`src/rtl/knn_vote.sv`:
```
// knn_vote: majority vote over a captured K-entry sorted neighbour list, one entry then one class per cycle.
// Optional build macro KNN_VOTE_TIEBREAK_EN: equal counts are resolved by the closest first neighbour.
module knn_vote #(
   parameter int K         = 4,
   parameter int DATA_W    = 32,
   parameter int LABEL_W   = 8,
   parameter int N_CLASS   = 10,
   parameter int DATA_INFO = DATA_W + LABEL_W
) (
   input  logic                       clk,
   input  logic                       rst,
   input  logic                       start,
   input  logic [K*DATA_INFO-1:0]     nb_list,
   output logic                       busy,
   output logic                       out_valid,
   input  logic                       out_ready,
   output logic [LABEL_W-1:0]         class_out,
   output logic [$clog2(K+1)-1:0]     votes,
   output logic [$clog2(K+1)-1:0]     skipped
);

   localparam int CNT_W = $clog2(K+1);
   localparam int IDX_W = (K > 1) ? $clog2(K) : 1;
   localparam int CLS_W = (N_CLASS > 1) ? $clog2(N_CLASS) : 1;

   typedef enum logic [1:0] {IDLE, COUNT, SCAN, DONE} state_t;

   state_t                 state;
   logic [IDX_W-1:0]       idx;
   logic [CLS_W-1:0]       c;
   logic [CNT_W-1:0]       skip_cnt;
   logic [CNT_W-1:0]       best_cnt;
   logic [LABEL_W-1:0]     best_cls;
   logic [K*DATA_INFO-1:0] list_q;
   logic [CNT_W-1:0]       cnt [N_CLASS];
`ifdef KNN_VOTE_TIEBREAK_EN
   logic [IDX_W-1:0]       rank [N_CLASS];
   logic [IDX_W-1:0]       best_rank;
`endif

   logic [DATA_INFO-1:0]   entry;
   logic [DATA_W-1:0]      entry_dist;
   logic [LABEL_W-1:0]     entry_lbl;
   logic [CLS_W-1:0]       entry_cls;
   logic                   entry_ok;
   logic [CNT_W-1:0]       cnt_c;
   logic                   take;

   assign entry      = list_q[idx*DATA_INFO +: DATA_INFO];
   assign entry_dist = entry[DATA_INFO-1:LABEL_W];
   assign entry_lbl  = entry[LABEL_W-1:0];
   assign entry_cls  = entry_lbl[CLS_W-1:0];
   assign entry_ok   = (entry_dist != '1) && (entry_lbl < LABEL_W'(N_CLASS));
   assign cnt_c      = cnt[c];

   // NOTE: every variable assigned in always_comb gets a default first so no latch is inferred.
   always_comb begin
      take = 1'b0;
      if (cnt_c > best_cnt)
         take = 1'b1;
`ifdef KNN_VOTE_TIEBREAK_EN
      else if ((cnt_c == best_cnt) && (cnt_c != '0) && (rank[c] < best_rank))
         take = 1'b1;
`endif
   end

   // NOTE: the captured list and class counters have no reset; they are always rewritten at capture before being read.
   always_ff @(posedge clk) begin
      if (state == IDLE && start) begin
         list_q <= nb_list;
         for (int i = 0; i < N_CLASS; i++) begin
            cnt[i] <= '0;
`ifdef KNN_VOTE_TIEBREAK_EN
            rank[i] <= '1;
`endif
         end
      end else if (state == COUNT && entry_ok) begin
         cnt[entry_cls] <= cnt[entry_cls] + CNT_W'(1);
`ifdef KNN_VOTE_TIEBREAK_EN
         if (cnt[entry_cls] == '0)
            rank[entry_cls] <= idx;
`endif
      end
   end

   // NOTE: sequential state uses non-blocking assignments so every register samples pre-edge values.
   always_ff @(posedge clk or negedge rst) begin
      if (!rst) begin
         state     <= IDLE;
         idx       <= '0;
         c         <= '0;
         skip_cnt  <= '0;
         best_cnt  <= '0;
         best_cls  <= '1;
`ifdef KNN_VOTE_TIEBREAK_EN
         best_rank <= '1;
`endif
         busy      <= 1'b0;
         out_valid <= 1'b0;
         class_out <= '1;
         votes     <= '0;
         skipped   <= '0;
      end else begin
         case (state)
            IDLE: begin
               if (start) begin
                  state     <= COUNT;
                  idx       <= '0;
                  skip_cnt  <= '0;
                  best_cnt  <= '0;
                  best_cls  <= '1;
`ifdef KNN_VOTE_TIEBREAK_EN
                  best_rank <= '1;
`endif
                  busy      <= 1'b1;
               end
            end
            COUNT: begin
               if (!entry_ok)
                  skip_cnt <= skip_cnt + CNT_W'(1);
               if (idx == IDX_W'(K-1)) begin
                  state <= SCAN;
                  c     <= '0;
               end else begin
                  idx <= idx + IDX_W'(1);
               end
            end
            SCAN: begin
               if (take) begin
                  best_cnt  <= cnt_c;
                  best_cls  <= LABEL_W'(c);
`ifdef KNN_VOTE_TIEBREAK_EN
                  best_rank <= rank[c];
`endif
               end
               if (c == CLS_W'(N_CLASS-1))
                  state <= DONE;
               else
                  c <= c + CLS_W'(1);
            end
            DONE: begin
               // First DONE cycle registers the result; outputs then hold until the transfer.
               if (!out_valid) begin
                  out_valid <= 1'b1;
                  class_out <= best_cls;
                  votes     <= best_cnt;
                  skipped   <= skip_cnt;
               end else if (out_ready) begin
                  out_valid <= 1'b0;
                  busy      <= 1'b0;
                  state     <= IDLE;
               end
            end
            default: state <= IDLE;
         endcase
      end
   end

endmodule

```
`config.mk`:
```
export PLATFORM = sky130hd
export DESIGN_NAME = knn_vote
export DESIGN_NICKNAME = d
export VERILOG_FILES = /design/src/rtl/knn_vote.sv
export SDC_FILE = /design/constraint.sdc
export NUM_CORES = 1
export LEC_CHECK = 0
export CAP_MARGIN = 30
export CELL_PAD_IN_SITES_DETAIL_PLACEMENT = 0
export CELL_PAD_IN_SITES_GLOBAL_PLACEMENT = 1
export CORE_MARGIN = 2
export CORE_UTILIZATION = 53
export CTS_CLUSTER_SIZE = 8
export DETAILED_ROUTE_END_ITERATION = 16
export DONT_BUFFER_PORTS = 1
export PLACE_DENSITY = 0.83
export SLEW_MARGIN = 20
export SYNTH_ARGS = -nofsm -noshare
export SYNTH_HDL_FRONTEND = slang
export SYNTH_SLANG_ARGS = --single-unit
```
`constraint.sdc`:
```
create_clock -name clk -period 7 [get_ports clk]
set_clock_uncertainty 0.1 [all_clocks]
set_input_delay 0.35 -clock clk [delete_from_list [all_inputs] [get_ports clk]]
set_output_delay 0.35 -clock clk [all_outputs]
set_load 0.01 [all_outputs]
```
==> flow_metrics.tcl, run 1 <==
set metrics [dict create \
    synth_seq_area_share 0.7332 \
    cts.sinks 240 \
    hold_viol 0 \
    grt-ovfl-total 0 \
    place_area_mm2 0.009838 \
    synth_top_area_share 0.6487 \
    die_w_um 138.8 \
    clkTransAtPathRegs_ps 60 \
    gp_congestion 0.8654 \
    antenna_found_initial 1 \
    worstSkewPairLatency_ps 510 \
    peakVddDrop_uv 267.3 \
    start_util 0.5378 \
    end_kind "flip-flop" \
    hpwl_um 12630 \
    r2r-end "cnt[15][2]$_DFFE_PP_" \
    ys_async_sr_fraction 0.1333 \
    min-delay-start "start" \
    whs_ps 49.79 \
    ys_warn_count 0 \
    cts_root_buf "clkbuf_16" \
    cp.arrival_ps 4600 \
    htreeDepth 2 \
    die-area_mm2 0.01926 \
    routedWlPerCell_um 26.10 \
    worst-slew-pin-transition_ps 797.9 \
    finalMaxSlewViolations 0 \
    ys_seq_elements 240 \
    drive_gt1_frac 0.1521 \
    syn_area_mm2 0.009628 \
    syn_avg_cell_area_um2 17.10 \
    fin_util 0.6990 \
    tns_ps 0 \
    nets 933 \
    crit_path_end "cnt[15][2]$_DFFE_PP_" \
    setup_viol 0 \
    crit_path_start_kind "flip-flop" \
    critPathKind "reg2reg" \
    areaGrowthSynthToFinish_pct 29.98 \
    cts_buffers 35 \
    grt_max_degree 120 \
    r2r_cells 8 \
    mostFrequentLayoutCell "edfxtp_1" \
    drv_cap 0 \
    dr.pass1.iters 5 \
    cp_max_fo 16 \
    design_area_mm2 0.01251 \
    routed_via_density 6.201 \
    synth_edf_count 208 \
    die_h_um 138.8 \
    cellLeakagePower_uw 0.004393 \
    slew-limit-headroom 0.4681 \
    portBuffers 0 \
    hold_path.class "in2reg" \
    cts_tree "done" \
    clockBufferDepth 3 \
    yosysTopAreaCell "edfxtp_1" \
    drt_iter0_markers 597 \
    drtAntennaViolNets 0 \
    n_fill_cell 1045 \
    required_ps 7130 \
    postCtsSetupBuffers 0 \
    finalCritPeriodShare 0.6377 \
    ys.flop_type "edfxtp_1" \
    final_cell_mix "edfxtp_1, dlygate4sd3_1, clkbuf_16" \
    crit_start "idx[0]$_DFFE_PN0P_" \
    status "finished, final reports clean" \
    reg2reg_from "idx[0]$_DFFE_PN0P_" \
    period_needed_ps 4464 \
    power_density_mw_per_mm2 401.8 \
    max_freq_mhz 224.0 \
    grt_pass1_vias 6686 \
    syn_inst 563 \
    ys_top_cells_by_area "edfxtp_1, mux4_2, dfrtp_1" \
    drc 0 \
    rsz0062_at_grt "no" \
    grt_pass1_wl_um 38560 \
    grt_usage 0.2688 \
    core_mm2 0.01790 \
    vias 6195 \
    io_pins 180 \
    rrSetupSlack_ps 2540 \
    ys_types 53 \
    rows 49 \
    routed_wl_um 26070 \
]
## critical path, stage by stage (launching register included)
cell and delay (ps):
dfrtp_1 850, mux4_2 820, mux4_2 510, mux2_2 270
nand2_1 80, o21ai_2 220, ha_1 320, or3_1 500
a21oi_1 510
## through the flow
step	cells	total power, uW	setup slack (ps)
2_1_floorplan	580	3123	620.7
4_1_cts	995	4885	2726
6_report	999	5028	2536
3_5_place_dp	782	3310	2768
5_1_grt	999	5223	2374
3_3_place_gp	781	3242	2800
## logic make-up (layout without fill, tap and decap cells)
kind of cell	Yosys count	count (layout)	synth area share
muxes	58	58	0.09850
xor gates and xnor gates	1	1	0.0009098
AOI/OAI and AO/OA	68	68	0.04964
and+or+nand+nor	136	136	0.07836
DFF	240	240	0.7332
adders and majority gates	12	12	0.01559
other	1	19	0.0003895
buffers and inverters	47	236	0.02339
## layout make-up
cell class / instances / area (um^2) / area share
flip-flops and latches: 240 / 7059 / 0.5641
inverters: 18 / 72.57 / 0.005799
repair buffers: 169 / 1714 / 0.1370
well taps: 229 / 286.5 / 0.02290
clock inverters: 3 / 55.05 / 0.004399
diodes: 1 / 2.502 / 0.0002000
clock buffers: 46 / 917.1 / 0.07329
multi-input cells: 293 / 2407 / 0.1924
## registers in the layout, summed over array words and instances, names as in the netlist, 2 cells and up
register and count:
list_q 160, class_out 5, skipped 3, idx 2
best_cnt 3, best_cls 5, skip_cnt 3, votes 3
cnt 48, state 2, c 4
## report_power, final
part | internal [uW] | total, uW | switching (uW) | leakage (uW)
Sequential | 1920 | 2150 | 225 | 0.00234
Clock | 915 | 1540 | 629 | 0.000467
Combinational | 537 | 1330 | 797 | 0.00159
Total | 3380 | 5030 | 1650 | 0.00439
## worst min-delay path by stage
stage	to	slack, ps	cells past startpoint
finish	idx[1]$_DFFE_PN0P_	50	3
global route	idx[1]$_DFFE_PN0P_	50	3
CTS	idx[1]$_DFFE_PN0P_	7	3
detailed placement	skipped[0]$_DFFE_PN0P_	-40	0
global placement	skipped[0]$_DFFE_PN0P_	-40	0
floorplan	best_cnt[0]$_DFFE_PN0P_	-50	0
## layer usage
layer | track usage | up-vias | wire length [um]
li1 | - | 2610 | -
met1 | 0.3043 | 3039 | 8894
met2 | 0.4714 | 448 | 13400
met3 | 0.07528 | 98 | 2401
met4 | 0.1308 | 0 | 1373
met5 | 0 | - | 0
## synthesized netlist by cell type, drive strengths merged, types with 2 or more instances
library cell    n
nand4          30
nand3           6
dfstp          10
edfxtp        208
buf            15
a41o            2
nor2b           5
nand2b          4
mux4           28
clkbuf         14
mux2i          16
o221ai          4
nor3           25
a22oi           7
a22o            4
inv            17
nor2           17
mux2           14
a21o            2
o21ai          14
and3            3
nand4b          3
dfrtp          22
nor4           10
a31o            8
a211oi          5
nand2          27
ha             12
and2            2
a21oi          14
## timing repair
action,in CTS,in global routing
endpoints found under the hold margin,195,0
hold buffers,164,0
resized for setup,0,0
Note: power is estimated with default switching activity, not from simulation.
==> run 2, diff against run 1 <==
Clock period 7 ns to 4.2 ns, I/O delays scaled along.
==> run 2 against run 1 <==
Via count increased by 0.55%. Critical path depth stayed put. Sequential share of layout area shrank 0.20 points. Hold slack gained 10 ps. Clock power up 69%. Routed wire length is 0.20% higher. Final cell count increased by 1.1%. Total power grew 68%. Clock-buffer cell count up 5. Sequential cell count is the same. Critical path type unchanged. Largest cell class unchanged. Largest power group unchanged.
==> flow_metrics.tcl, run 2 (synthesis gave the netlist of run 1 again) <==
set metrics [dict create \
    status "finished, final reports clean" \
    die-area_mm2 0.01926 \
    cts.sinks 240 \
    finalCritPeriodShare 0.9358 \
    hpwl_um 13000 \
    instances_no_fill 1010 \
    rsz0062_at_grt "no" \
    clkTransAtPathRegs_ps 50 \
    start_util 0.5378 \
    end_kind "flip-flop" \
    tns_ps 0 \
    hold_buffers 165 \
    drc 0 \
    whs_ps 59.91 \
    reg.largest.list "list_q (160), cnt (48)" \
    crit_path_end "cnt[15][2]$_DFFE_PP_" \
    crit_path_start_kind "flip-flop" \
    worstSkewPairLatency_ps 520 \
    vias 6229 \
    cp_max_fo 12 \
    top_register "list_q" \
    drv_cap 0 \
    mostFrequentLayoutCell "edfxtp_1" \
    routed_via_density 6.167 \
    grt_pass1_vias 6685 \
    grt_max_degree 104 \
    areaGrowthSynthToFinish_pct 30.44 \
    r2r-end "cnt[15][2]$_DFFE_PP_" \
    design_area_mm2 0.01256 \
    dr.pass1.iters 5 \
    cts_root_buf "clkbuf_16" \
    hold_viol 0 \
    grt-ovfl-total 0 \
    grt_usage 0.2732 \
    portBuffers 0 \
    cts_buffers 35 \
    routedWlPerCell_um 25.87 \
    cellLeakagePower_uw 0.004410 \
    grt_pass1_wl_um 39550 \
    required_ps 4330 \
    gp_congestion 0.8580 \
    io_pins 180 \
    slew-limit-headroom 0.4338 \
    cts_tree "done" \
    hold_path.class "in2async" \
    finalMaxSlewViolations 0 \
    n_fill_cell 1053 \
    die_w_um 138.8 \
    drive_gt1_frac 0.1542 \
    clockBufferDepth 3 \
    power_density_mw_per_mm2 671.6 \
    postCtsSetupBuffers 0 \
    max_freq_mhz 254.4 \
    die_h_um 138.8 \
    rrSetupSlack_ps 270 \
    drt_iter0_markers 721 \
    place_area_mm2 0.009891 \
    setup_viol 0 \
    drtAntennaViolNets 0 \
    htreeDepth 2 \
    r2r_cells 8 \
    core_mm2 0.01790 \
    largest_reg_flops 160 \
    reg2reg_from "idx[0]$_DFFE_PN0P_" \
    nets 937 \
    final_cell_mix "edfxtp_1, dlygate4sd3_1, clkbuf_16" \
    rows 49 \
    cts-resized-gates 0 \
    period_needed_ps 3930 \
    critPathKind "reg2reg" \
    crit_start "idx[0]$_DFFE_PN0P_" \
    worst-slew-pin-transition_ps 849.3 \
    dp_cells 787 \
    routed_wl_um 26130 \
    cp.arrival_ps 4060 \
    peakVddDrop_uv 469.6 \
    antenna_found_initial 3 \
]
run 2: changes by cell type in the layout (fill, tap and decap cells not counted), sizes merged:
cell	before	now
dlygate4sd3	163	164
buf	6	9
diode	1	3
clkbuf	46	51
run 2: routing by layer:
layer  global-route usage  vias up  share of wire
met1               0.3299     3053           0.35
met4               0.1217        0          0.049
met2               0.4732      453           0.51
met3              0.06181       92          0.090
met5                    0        -              0
li1                     -     2631              -
run 2: critical path: stages (launching register included):
cell     delay [ps]
dfrtp_1         500
mux4_2          740
mux4_2          510
mux2_2          290
nand2_1          90
o21ai_2         190
ha_1            310
or3_1           480
a21oi_1         460
run 2: area by class of cell:
type	instances	area, um^2	area share
sequential	240	7059	0.5621
timing repair buffer	173	1734	0.1381
inverter	18	72.57	0.005779
clock buffer	51	935.9	0.07452
antenna	3	7.507	0.0005978
multi-input combinational	293	2407	0.1917
tap	229	286.5	0.02282
clock inverter	3	55.05	0.004384
run 2: metrics by stage:
step / util / worst slack (ps) / power, uW
floorplan: - / 409.2 / 5159
global placement: 0.5525 / 569.8 / 5466
detailed placement: 0.5525 / 409.8 / 5548
CTS: 0.7007 / 368.3 / 8225
global route: 0.7015 / 102.2 / 8773
finish: 0.7015 / 269.7 / 8435
run 2: worst min-delay path by stage:
stage,end
2_1_floorplan,best_cnt[0]$_DFFE_PN0P_
3_3_place_gp,skipped[2]$_DFFE_PN0P_
3_5_place_dp,skipped[0]$_DFFE_PN0P_
4_1_cts,idx[1]$_DFFE_PN0P_
5_1_grt,idx[1]$_DFFE_PN0P_
6_report,skipped[1]$_DFFE_PN0P_
run 2: power by group:
group          internal (uW)  leakage, uW  switching, uW  total (uW)
Sequential              3210      0.00234            340        3550
Combinational            914      0.00160           1360        2280
Clock                   1540     0.000473           1070        2610
==> run 3, diff against run 2 <==
Settings changed: CORE_UTILIZATION 53 to 55, CTS_BUF_LIST set to sky130_fd_sc_hd__clkbuf_8, GPL_TIMING_DRIVEN set to 0, PLACE_DENSITY 0.83 to 0.86.
Clock period 4.2 ns to 3.8 ns, I/O delays scaled along.
==> run 3 against run 2 <==
Sequential share of layout area is 0.58 points higher. Combinational power rose by 23%. Non-clock buffer count grew 23. Critical path type unchanged. Critical endpoint is now cnt[13][2]$_DFFE_PP_.
==> flow_metrics.tcl, run 3 (synthesis gave the netlist of run 1 again) <==
set metrics [dict create \
    whs_ps 153.3 \
    dp_cells 806 \
    hpwl_um 13050 \
    final_cell_mix "edfxtp_1, dlygate4sd3_1, clkbuf_8" \
    slew-limit-headroom 0.4259 \
    cp_max_fo 10 \
    rsz0062_at_grt "yes" \
    reg2reg_from "idx[0]$_DFFE_PN0P_" \
    grt_pass1_vias 6858 \
    largest_reg_flops 160 \
    io_pins 180 \
    crit_start "idx[0]$_DFFE_PN0P_" \
    core_mm2 0.01718 \
    status "finished, final reports clean" \
    power_density_mw_per_mm2 709.9 \
    min_path_cells 1 \
    cts_tree "done" \
    n_fill_cell 983 \
    clockBufferDepth 3 \
    dr.pass1.iters 6 \
    routed_via_density 6.194 \
    hold_viol 0 \
    crit_path_start_kind "flip-flop" \
    die-area_mm2 0.01858 \
    nets 964 \
    portBuffers 0 \
    mostFrequentLayoutCell "edfxtp_1" \
    required_ps 4040 \
    critPathKind "reg2reg" \
    hold_path.class "in2reg" \
    antenna_found_initial 2 \
    setup_viol 0 \
    clkTransAtPathRegs_ps 90 \
    die_h_um 136.3 \
    drt_iter0_markers 845 \
    r2r_cells 12 \
    gp_congestion 0.8384 \
    rows 48 \
    rrSetupSlack_ps 70 \
    areaGrowthSynthToFinish_pct 29.12 \
    peakVddDrop_uv 512.0 \
    finalMaxSlewViolations 0 \
    vias 6423 \
    start_util 0.5605 \
    max_freq_mhz 268.0 \
    regArea_mm2 0.007061 \
    instances_no_fill 1037 \
    cellLeakagePower_uw 0.004420 \
    grt_pass1_wl_um 39540 \
    drtAntennaViolNets 0 \
    drc 0 \
    drive_gt1_frac 0.1813 \
    cp.arrival_ps 3970 \
    grt_usage 0.2960 \
    worst-slew-pin-transition_ps 855.4 \
    end_kind "flip-flop" \
    period_needed_ps 3732 \
    routedWlPerCell_um 25.65 \
    grt_max_degree 113 \
    cts.sinks 240 \
    worstSkewPairLatency_ps 550 \
    grt-ovfl-total 0 \
    finalCritPeriodShare 0.9820 \
    die_w_um 136.3 \
    reg.largest.list "list_q (160), cnt (48)" \
    cts_root_buf "clkbuf_8" \
    r2r-end "cnt[13][2]$_DFFE_PP_" \
    routed_wl_um 26600 \
    htreeDepth 2 \
    multi_input_area_mm2 0.002439 \
    top_register "list_q" \
    crit_path_end "cnt[13][2]$_DFFE_PP_" \
    drv_cap 0 \
    cts_buffers 39 \
]
==> run 3: cell count changes in the layout (fill, tap and decap cells not counted), sizes merged <==
cell and change:
buf +9, bufinv +1, clkbuf +3, clkinv +5, clkinvlp +1, diode -2, dlygate4sd3 +1, inv +13
==> run 3: worst min path at each step <==
stage | startpoint | slack [ps] | end
after floorplan | rst | -210 | best_cnt[0]$_DFFE_PN0P_
after global placement | rst | -200 | skipped[1]$_DFFE_PN0P_
after detailed placement | rst | -200 | skipped[0]$_DFFE_PN0P_
after CTS | nb_list[112] | 140 | list_q[112]$_DFFE_PP_
after global routing | nb_list[103] | 140 | list_q[103]$_DFFE_PP_
final | nb_list[116] | 150 | list_q[116]$_DFFE_PP_
==> run 3: cell type report <==
class                   count  share of cell area
well taps                 225             0.02264
inverters                  18            0.005435
clock buffers              41             0.04539
repair buffers            168              0.1373
flip-flops and latches    240              0.5679
diodes                      1           0.0002013
multi-input cells         293              0.1962
plain buffers              28             0.01399
clock inverters            23             0.01097
==> run 3: where the power goes <==
part | internal, uW | total (uW) | leakage (uW) | switching, uW
Clock | 1070 | 2140 | 0.000404 | 1080
Sequential | 3540 | 3870 | 0.00234 | 330
Combinational | 1120 | 2810 | 0.00168 | 1690
==> run 3: timing repair <==
item,CTS,global route
buffers inserted,0,1
resized for setup,5,12
setup endpoints to repair,15,26
pin swaps,0,2
hold buffers,166,0
hold endpoints to repair,200,0
cloned,0,0
==> run 3: stage by stage <==
stage               power [uW]  setup TNS [ps]  cell area, um^2    util  setup WS (ps)
detailed placement        6317           -5795            10010  0.5828         -627.4
CTS                       8478               0            12390  0.7213          11.39
global placement          6219         -102440             9975  0.5807         -732.8
floorplan                 5702               0             9693       -          9.161
finish                    8825               0            12430  0.7238          68.29
global route              9170          -141.3            12430  0.7238         -21.43
==> run 3: layer usage <==
layer / up-vias / share of wire / track usage / routed length [um]
met5: - / 0.00045 / 0 / 12
met4: 2 / 0.048 / 0.1296 / 1270
met3: 100 / 0.10 / 0.08240 / 2702
met2: 518 / 0.52 / 0.5296 / 13930
met1: 3125 / 0.33 / 0.3300 / 8679
li1: 2678 / - / - / -
==> run 3: worst max-delay path, cell delays in order, from the launching register on <==
cell	delay [ps]
dfrtp_1	430
buf_6	170
mux4_2	550
buf_6	190
mux4_2	440
mux2_2	290
nand2_1	80
o21ai_2	70
buf_6	160
ha_2	210
or3_1	360
buf_2	200
a21oi_4	240
